[src/rtl/xb_fifo_reader.sv]
// xb_fifo_reader: drains the DDR->wavelet FIFO into a framed valid/ready sample stream.
// A small output buffer absorbs the FIFO read latency so back-pressure never over-reads the FIFO.
module xb_fifo_reader #(
  parameter int DATA_W     = 16,
  parameter int FRAME_LEN  = 256,
  parameter int OBUF_DEPTH = 4
) (
  input  logic              clk_150_90,
  input  logic              reset_syn_n,
  input  logic              xb_en,
  output logic              fifo_xb_rreq,
  input  logic [DATA_W-1:0] fifo_xb_r_data,
  input  logic [2:0]        fifo_xb_use,
  input  logic              fifo_xb_full,
  output logic [DATA_W-1:0] xb_data,
  output logic              xb_valid,
  input  logic              xb_ready,
  output logic              xb_sof,
  output logic              xb_eof,
  output logic [15:0]       frame_cnt,
  output logic              busy
);

  localparam int IDX_W = (FRAME_LEN > 1) ? $clog2(FRAME_LEN) : 1;
  localparam int AW    = $clog2(OBUF_DEPTH);
  localparam int OCC_W = AW + 1;
  localparam logic [IDX_W-1:0] LAST_IDX = IDX_W'(FRAME_LEN - 1);

  typedef enum logic [1:0] {S_IDLE, S_RUN, S_DRAIN, S_FLUSH} state_t;

  state_t             r_state;
  state_t             w_next;
  logic               r_rreq;
  logic               r_inflight;
  logic [IDX_W-1:0]   r_rdIdx;
  logic [IDX_W-1:0]   r_tagIdx;
  logic [DATA_W-1:0]  r_memData [OBUF_DEPTH];
  logic               r_memSof  [OBUF_DEPTH];
  logic               r_memEof  [OBUF_DEPTH];
  logic [AW-1:0]      r_wrPtr;
  logic [AW-1:0]      r_rdPtr;
  logic [OCC_W-1:0]   r_occ;
  logic [15:0]        r_frameCnt;

  logic [3:0]         w_avail;
  logic [OCC_W:0]     w_pending;
  logic               w_canRead;
  logic               w_issue;
  logic               w_push;
  logic               w_pop;

  // r_rreq is a read the FIFO takes at the coming edge and is not yet visible in usedw;
  // r_inflight is data on the FIFO bus now that lands in the buffer at the coming edge.
  assign w_avail   = fifo_xb_full ? 4'd8 : {1'b0, fifo_xb_use};
  assign w_pending = {1'b0, r_occ} + (OCC_W+1)'(r_rreq) + (OCC_W+1)'(r_inflight);
  assign w_issue   = w_canRead && (w_avail > {3'b000, r_rreq})
                     && (w_pending < (OCC_W+1)'(OBUF_DEPTH));
  assign w_push    = r_inflight;
  assign w_pop     = xb_valid && xb_ready;

  always_comb begin
    w_canRead = 1'b0;
    w_next    = r_state;
    case (r_state)
      S_IDLE: begin
        if (xb_en) w_next = S_RUN;
      end
      S_RUN: begin
        // With xb_en low a new frame must not be started, only the current one finished.
        w_canRead = xb_en || (r_rdIdx != '0);
        if (!xb_en) w_next = (r_rdIdx == '0) ? S_FLUSH : S_DRAIN;
      end
      S_DRAIN: begin
        w_canRead = (r_rdIdx != '0);
        if (xb_en) w_next = S_RUN;
        else if (r_rdIdx == '0) w_next = S_FLUSH;
      end
      S_FLUSH: begin
        if (xb_en) w_next = S_RUN;
        else if (!r_rreq && !r_inflight && (r_occ == '0)) w_next = S_IDLE;
      end
      default: w_next = S_IDLE;
    endcase
  end

  always_ff @(posedge clk_150_90 or negedge reset_syn_n) begin
    if (!reset_syn_n) begin
      r_state    <= S_IDLE;
      r_rreq     <= 1'b0;
      r_inflight <= 1'b0;
      r_rdIdx    <= '0;
      r_tagIdx   <= '0;
    end else begin
      r_state    <= w_next;
      r_rreq     <= w_issue;
      r_inflight <= r_rreq;
      if (w_issue) r_rdIdx <= (r_rdIdx == LAST_IDX) ? '0 : r_rdIdx + 1'b1;
      if (w_push) r_tagIdx <= (r_tagIdx == LAST_IDX) ? '0 : r_tagIdx + 1'b1;
    end
  end

  always_ff @(posedge clk_150_90 or negedge reset_syn_n) begin
    if (!reset_syn_n) begin
      for (int i = 0; i < OBUF_DEPTH; i++) begin
        r_memData[i] <= '0;
        r_memSof[i]  <= 1'b0;
        r_memEof[i]  <= 1'b0;
      end
      r_wrPtr    <= '0;
      r_rdPtr    <= '0;
      r_occ      <= '0;
      r_frameCnt <= '0;
    end else begin
      if (w_push) begin
        r_memData[r_wrPtr] <= fifo_xb_r_data;
        r_memSof[r_wrPtr]  <= (r_tagIdx == '0);
        r_memEof[r_wrPtr]  <= (r_tagIdx == LAST_IDX);
        r_wrPtr            <= r_wrPtr + 1'b1;
      end
      if (w_pop) begin
        r_rdPtr <= r_rdPtr + 1'b1;
        if (r_memEof[r_rdPtr]) r_frameCnt <= r_frameCnt + 16'd1;
      end
      case ({w_push, w_pop})
        2'b10:   r_occ <= r_occ + 1'b1;
        2'b01:   r_occ <= r_occ - 1'b1;
        default: r_occ <= r_occ;
      endcase
    end
  end

  assign fifo_xb_rreq = r_rreq;
  assign xb_valid     = (r_occ != '0);
  assign xb_data      = r_memData[r_rdPtr];
  assign xb_sof       = xb_valid && r_memSof[r_rdPtr];
  assign xb_eof       = xb_valid && r_memEof[r_rdPtr];
  assign frame_cnt    = r_frameCnt;
  assign busy         = (r_state != S_IDLE) || xb_valid;

  // The read-issue rule reserves space for every outstanding read, so a push into a full buffer is a bug.
  assert property (@(posedge clk_150_90) disable iff (!reset_syn_n)
    !(w_push && !w_pop && (r_occ == OCC_W'(OBUF_DEPTH))));

endmodule

[config.mk]
export PLATFORM = sky130hd
export DESIGN_NAME = xb_fifo_reader
export DESIGN_NICKNAME = d
export VERILOG_FILES = /design/src/rtl/xb_fifo_reader.sv
export SDC_FILE = /design/constraint.sdc
export NUM_CORES = 1
export LEC_CHECK = 0
export CORE_ASPECT_RATIO = 1.75
export CORE_MARGIN = 3
export CORE_UTILIZATION = 30
export CTS_BUF_LIST = sky130_fd_sc_hd__clkbuf_16
export CTS_CLUSTER_DIAMETER = 200
export CTS_CLUSTER_SIZE = 14
export DETAILED_ROUTE_END_ITERATION = 6
export GPL_ROUTABILITY_DRIVEN = 0
export HOLD_SLACK_MARGIN = 0.08
export PLACE_DENSITY = 0.48
export SYNTH_ARGS = -nofsm -noshare
export SYNTH_HDL_FRONTEND = slang
export SYNTH_SLANG_ARGS = --single-unit
export TNS_END_PERCENT = 30
[constraint.sdc]
create_clock -name clk_150_90 -period 3 [get_ports clk_150_90]
set_clock_uncertainty 0.15 [all_clocks]
set_input_delay 0.3 -clock clk_150_90 [delete_from_list [all_inputs] [get_ports clk_150_90]]
set_output_delay 0.3 -clock clk_150_90 [all_outputs]
set_load 0.005 [all_outputs]
==> results of run 1 <==
timing repair:
action | CTS | global route
hold endpoints to repair | 47 | 0
gates resized for setup | 0 | 1
endpoints found under the setup margin | 0 | 2
hold buffers | 1 | 0
synthesized netlist by cell type (2+ instances only):
master      n
nor4_1      2
mux4_2     18
nand3_1    10
nor2_1      9
xnor2_1    22
nand2b_1    2
mux2_1      6
a22o_1      2
clkbuf_1    2
ha_1       17
a21oi_1     3
a31oi_1     2
buf_2       8
mux2_4      2
and4_1      5
and3_1      8
and2_1      4
mux2_2     63
nor2b_1     2
dfrtp_1   115
nand4_1    10
a21o_1      2
inv_1      16
o21ai_0    10
xor2_1      6
nand2_1    29
o211ai_1    2
nor3_1      4
kinds of logic after synthesis:
group / Yosys count / share of synthesized area
XOR/XNOR: 28 / 0.0451
adder cells (fa/ha/maj): 18 / 0.0428
buffers and inverters: 28 / 0.0226
multiplexers: 89 / 0.223
AO/OA/AOI/OAI: 31 / 0.0428
flip-flops: 115 / 0.529
AND/OR/NAND/NOR: 92 / 0.0942
area by class of cell:
class | count | area [um2] | area share
Clock buffer | 17 | 425 | 0.0617
Tap cell | 231 | 289 | 0.0419
Sequential cell | 115 | 2880 | 0.417
Inverter | 16 | 60.1 | 0.00871
Clock inverter | 13 | 97.6 | 0.0142
Timing Repair Buffer | 73 | 711 | 0.103
Multi-Input combinational cell | 258 | 2430 | 0.353
flip-flops by register name, summed over array words and instances, names as in the netlist:
name and cells:
r_occ 3, r_rdPtr 2, r_wrPtr 2, r_memEof 4, r_state 2, r_inflight 1, fifo_xb_rreq 1, frame_cnt 16
r_tagIdx 8, r_memData 64, r_memSof 4, r_rdIdx 8
worst paths after layout:
kind                                 end  slack [ns]  cells past startpoint
max                          xb_data[11]        0.32                      3
min                           r_state[0]        0.31                      2
max reg2reg                   r_rdIdx[0]        0.77                      5
min reg2reg                frame_cnt[15]        0.33                      1
max in group asynchronous     r_rdPtr[0]        1.59                      3
min in group clk_150_90    frame_cnt[15]        0.33                      1
where the power goes:
part | internal, mW | total, mW | leakage (nW) | switching (mW)
clock | 1.11 | 1.79 | 0.256 | 0.680
sequential | 2.14 | 2.55 | 1.43 | 0.410
combinational | 1.55 | 2.50 | 1.23 | 0.955
total | 4.80 | 6.85 | 2.91 | 2.05
per-layer routing:
metal  up-vias  wire length [um]
met5         -                 0
met4         0               195
met3        11               380
met2        49              6160
met1      1757              4760
li1       1621                 -
metrics by stage:
| stage | util | setup WS (ns) | power, mW | hold slack, ns | area [um2] |
|---|---|---|---|---|---|
| finish | 0.391 | 0.315 | 6.85 | 0.305 | 6900 |
| detailed placement | 0.361 | 0.293 | 5.14 | 0.244 | 6360 |
| CTS | 0.391 | 0.0740 | 6.98 | 0.331 | 6900 |
| global placement | 0.361 | 0.288 | 5.05 | 0.237 | 6360 |
| global route | 0.391 | 0.190 | 7.34 | 0.355 | 6900 |
| floorplan | - | 0.728 | 4.10 | -0.146 | 5440 |
critical path, stage by stage (launching register included):
cell and delay [ns]:
dfrtp_2 0.53, buf_4 0.30, mux4_2 0.54, clkdlybuf4s50_1 0.46
==> results.sh, run 1 <==
export IMPL_cts_buffers=17
export IMPL_drtAntennaViolNets=0
export IMPL_dp_cells=692
export IMPL_grt_pass1_vias=3767
export IMPL_layout_common_cells="dfrtp_1, mux2_2, clkdlybuf4s50_1"
export IMPL_startpoint="r_rdPtr[0]"
export IMPL_viasPerCell=4.76
export IMPL_async_flop_share=1.00
export IMPL_die_h_um=184
export IMPL_drive_gt1_frac=0.264
export IMPL_clkSinkCount=115
export IMPL_num_vias=3438
export IMPL_synth_enable_flop_cells=0
export IMPL_numPortBuffers=60
export IMPL_synth_seq_cells=115
export IMPL_fin_setup_tns_ns=0
export IMPL_setup_viol=0
export IMPL_fp_dieW_um=108
export IMPL_layout_min_cycle_time_ns=2.68
export IMPL_clk_latency_ns=0.40
export IMPL_drc_errors=0
export IMPL_grtUsageMet3=0.0313
export IMPL_clockBufferDepth=2
export IMPL_grt_max_degree=50
export IMPL_postCtsSetupRepairBufs=0
export IMPL_nFillCells=1731
export IMPL_synth_cell_types=48
export IMPL_vdd_drop_max_v=0.000338
export IMPL_antenna_found_initial=0
export IMPL_track_usage=0.126
export IMPL_diodes=0
export IMPL_synth_nets=443
export IMPL_overflow=0
export IMPL_ys_top_cells_by_area="dfrtp_1, mux2_2, mux4_2"
export IMPL_p_leak_nw=2.91
export IMPL_met1_usage=0.145
export IMPL_rsz0062_at_grt="no"
export IMPL_syn_avg_cell_area_um2=13.6
export IMPL_nets=523
export IMPL_h_tree_depth=4
export IMPL_use_met2=0.222
export IMPL_critPathCaptureType="primary output"
export IMPL_clk_pin_slew_ns=0.06
export IMPL_fp_coreArea_mm2=0.0176
export IMPL_root_buffer="clkbuf_16"
export IMPL_mostFrequentLayoutCell="dfrtp_1"
export IMPL_initial_utilization=0.309
export IMPL_grt_first_pass_wirelength_um=19300
export IMPL_wl_um=11500
export IMPL_num_rows=64
export IMPL_p_per_area_mw_per_mm2=993
export IMPL_cp_start_kind="flip-flop"
export IMPL_busiest_layer="met2"
export IMPL_area_growth_synth_to_final_pct=26.9
export IMPL_hold_class="in -> async"
export IMPL_cts_tree="done"
export IMPL_drv_slew=0
export IMPL_tightest_slew_ns=0.669
export IMPL_synth_seq_area_share=0.529
export IMPL_slew_headroom=0.554
export IMPL_cap_violations=0
export IMPL_criticalPathCategory="reg -> out"
export IMPL_fmax_mhz=372
export IMPL_crit_path_max_fanout=9
export IMPL_r2r_start="fifo_xb_rreq"
export IMPL_status="complete, no violations"
export IMPL_fin_cells=723
export IMPL_die_area_mm2=0.0198
export IMPL_synth_top_area_share=0.529
export IMPL_ys_warn_count=0
export IMPL_drt_pass1_iterations=4
export IMPL_yosys_area_top_type="dfrtp_1"
export IMPL_critPathRequiredTime_ns=2.55
export IMPL_syn_inst=401
export IMPL_wire_per_inst_um=15.9
export IMPL_arrival_ns=2.23
export IMPL_post_route_period_util=0.895
export IMPL_netlist_area_mm2=0.00544
export IMPL_synth_flop_cell="dfrtp_1"
export IMPL_io_pins=61
export IMPL_drtIter0Drc=102
export IMPL_dp_hpwl_um=8020
export IMPL_finalHoldViolCount=0
Note: power is estimated with default switching activity, not from simulation.
==> run 2: changes to the inputs <==
Settings changed: GPL_ROUTABILITY_DRIVEN 0 to default.
==> results of run 2 <==
No change in the layout: final DEF, timing and power equal those of run 1.
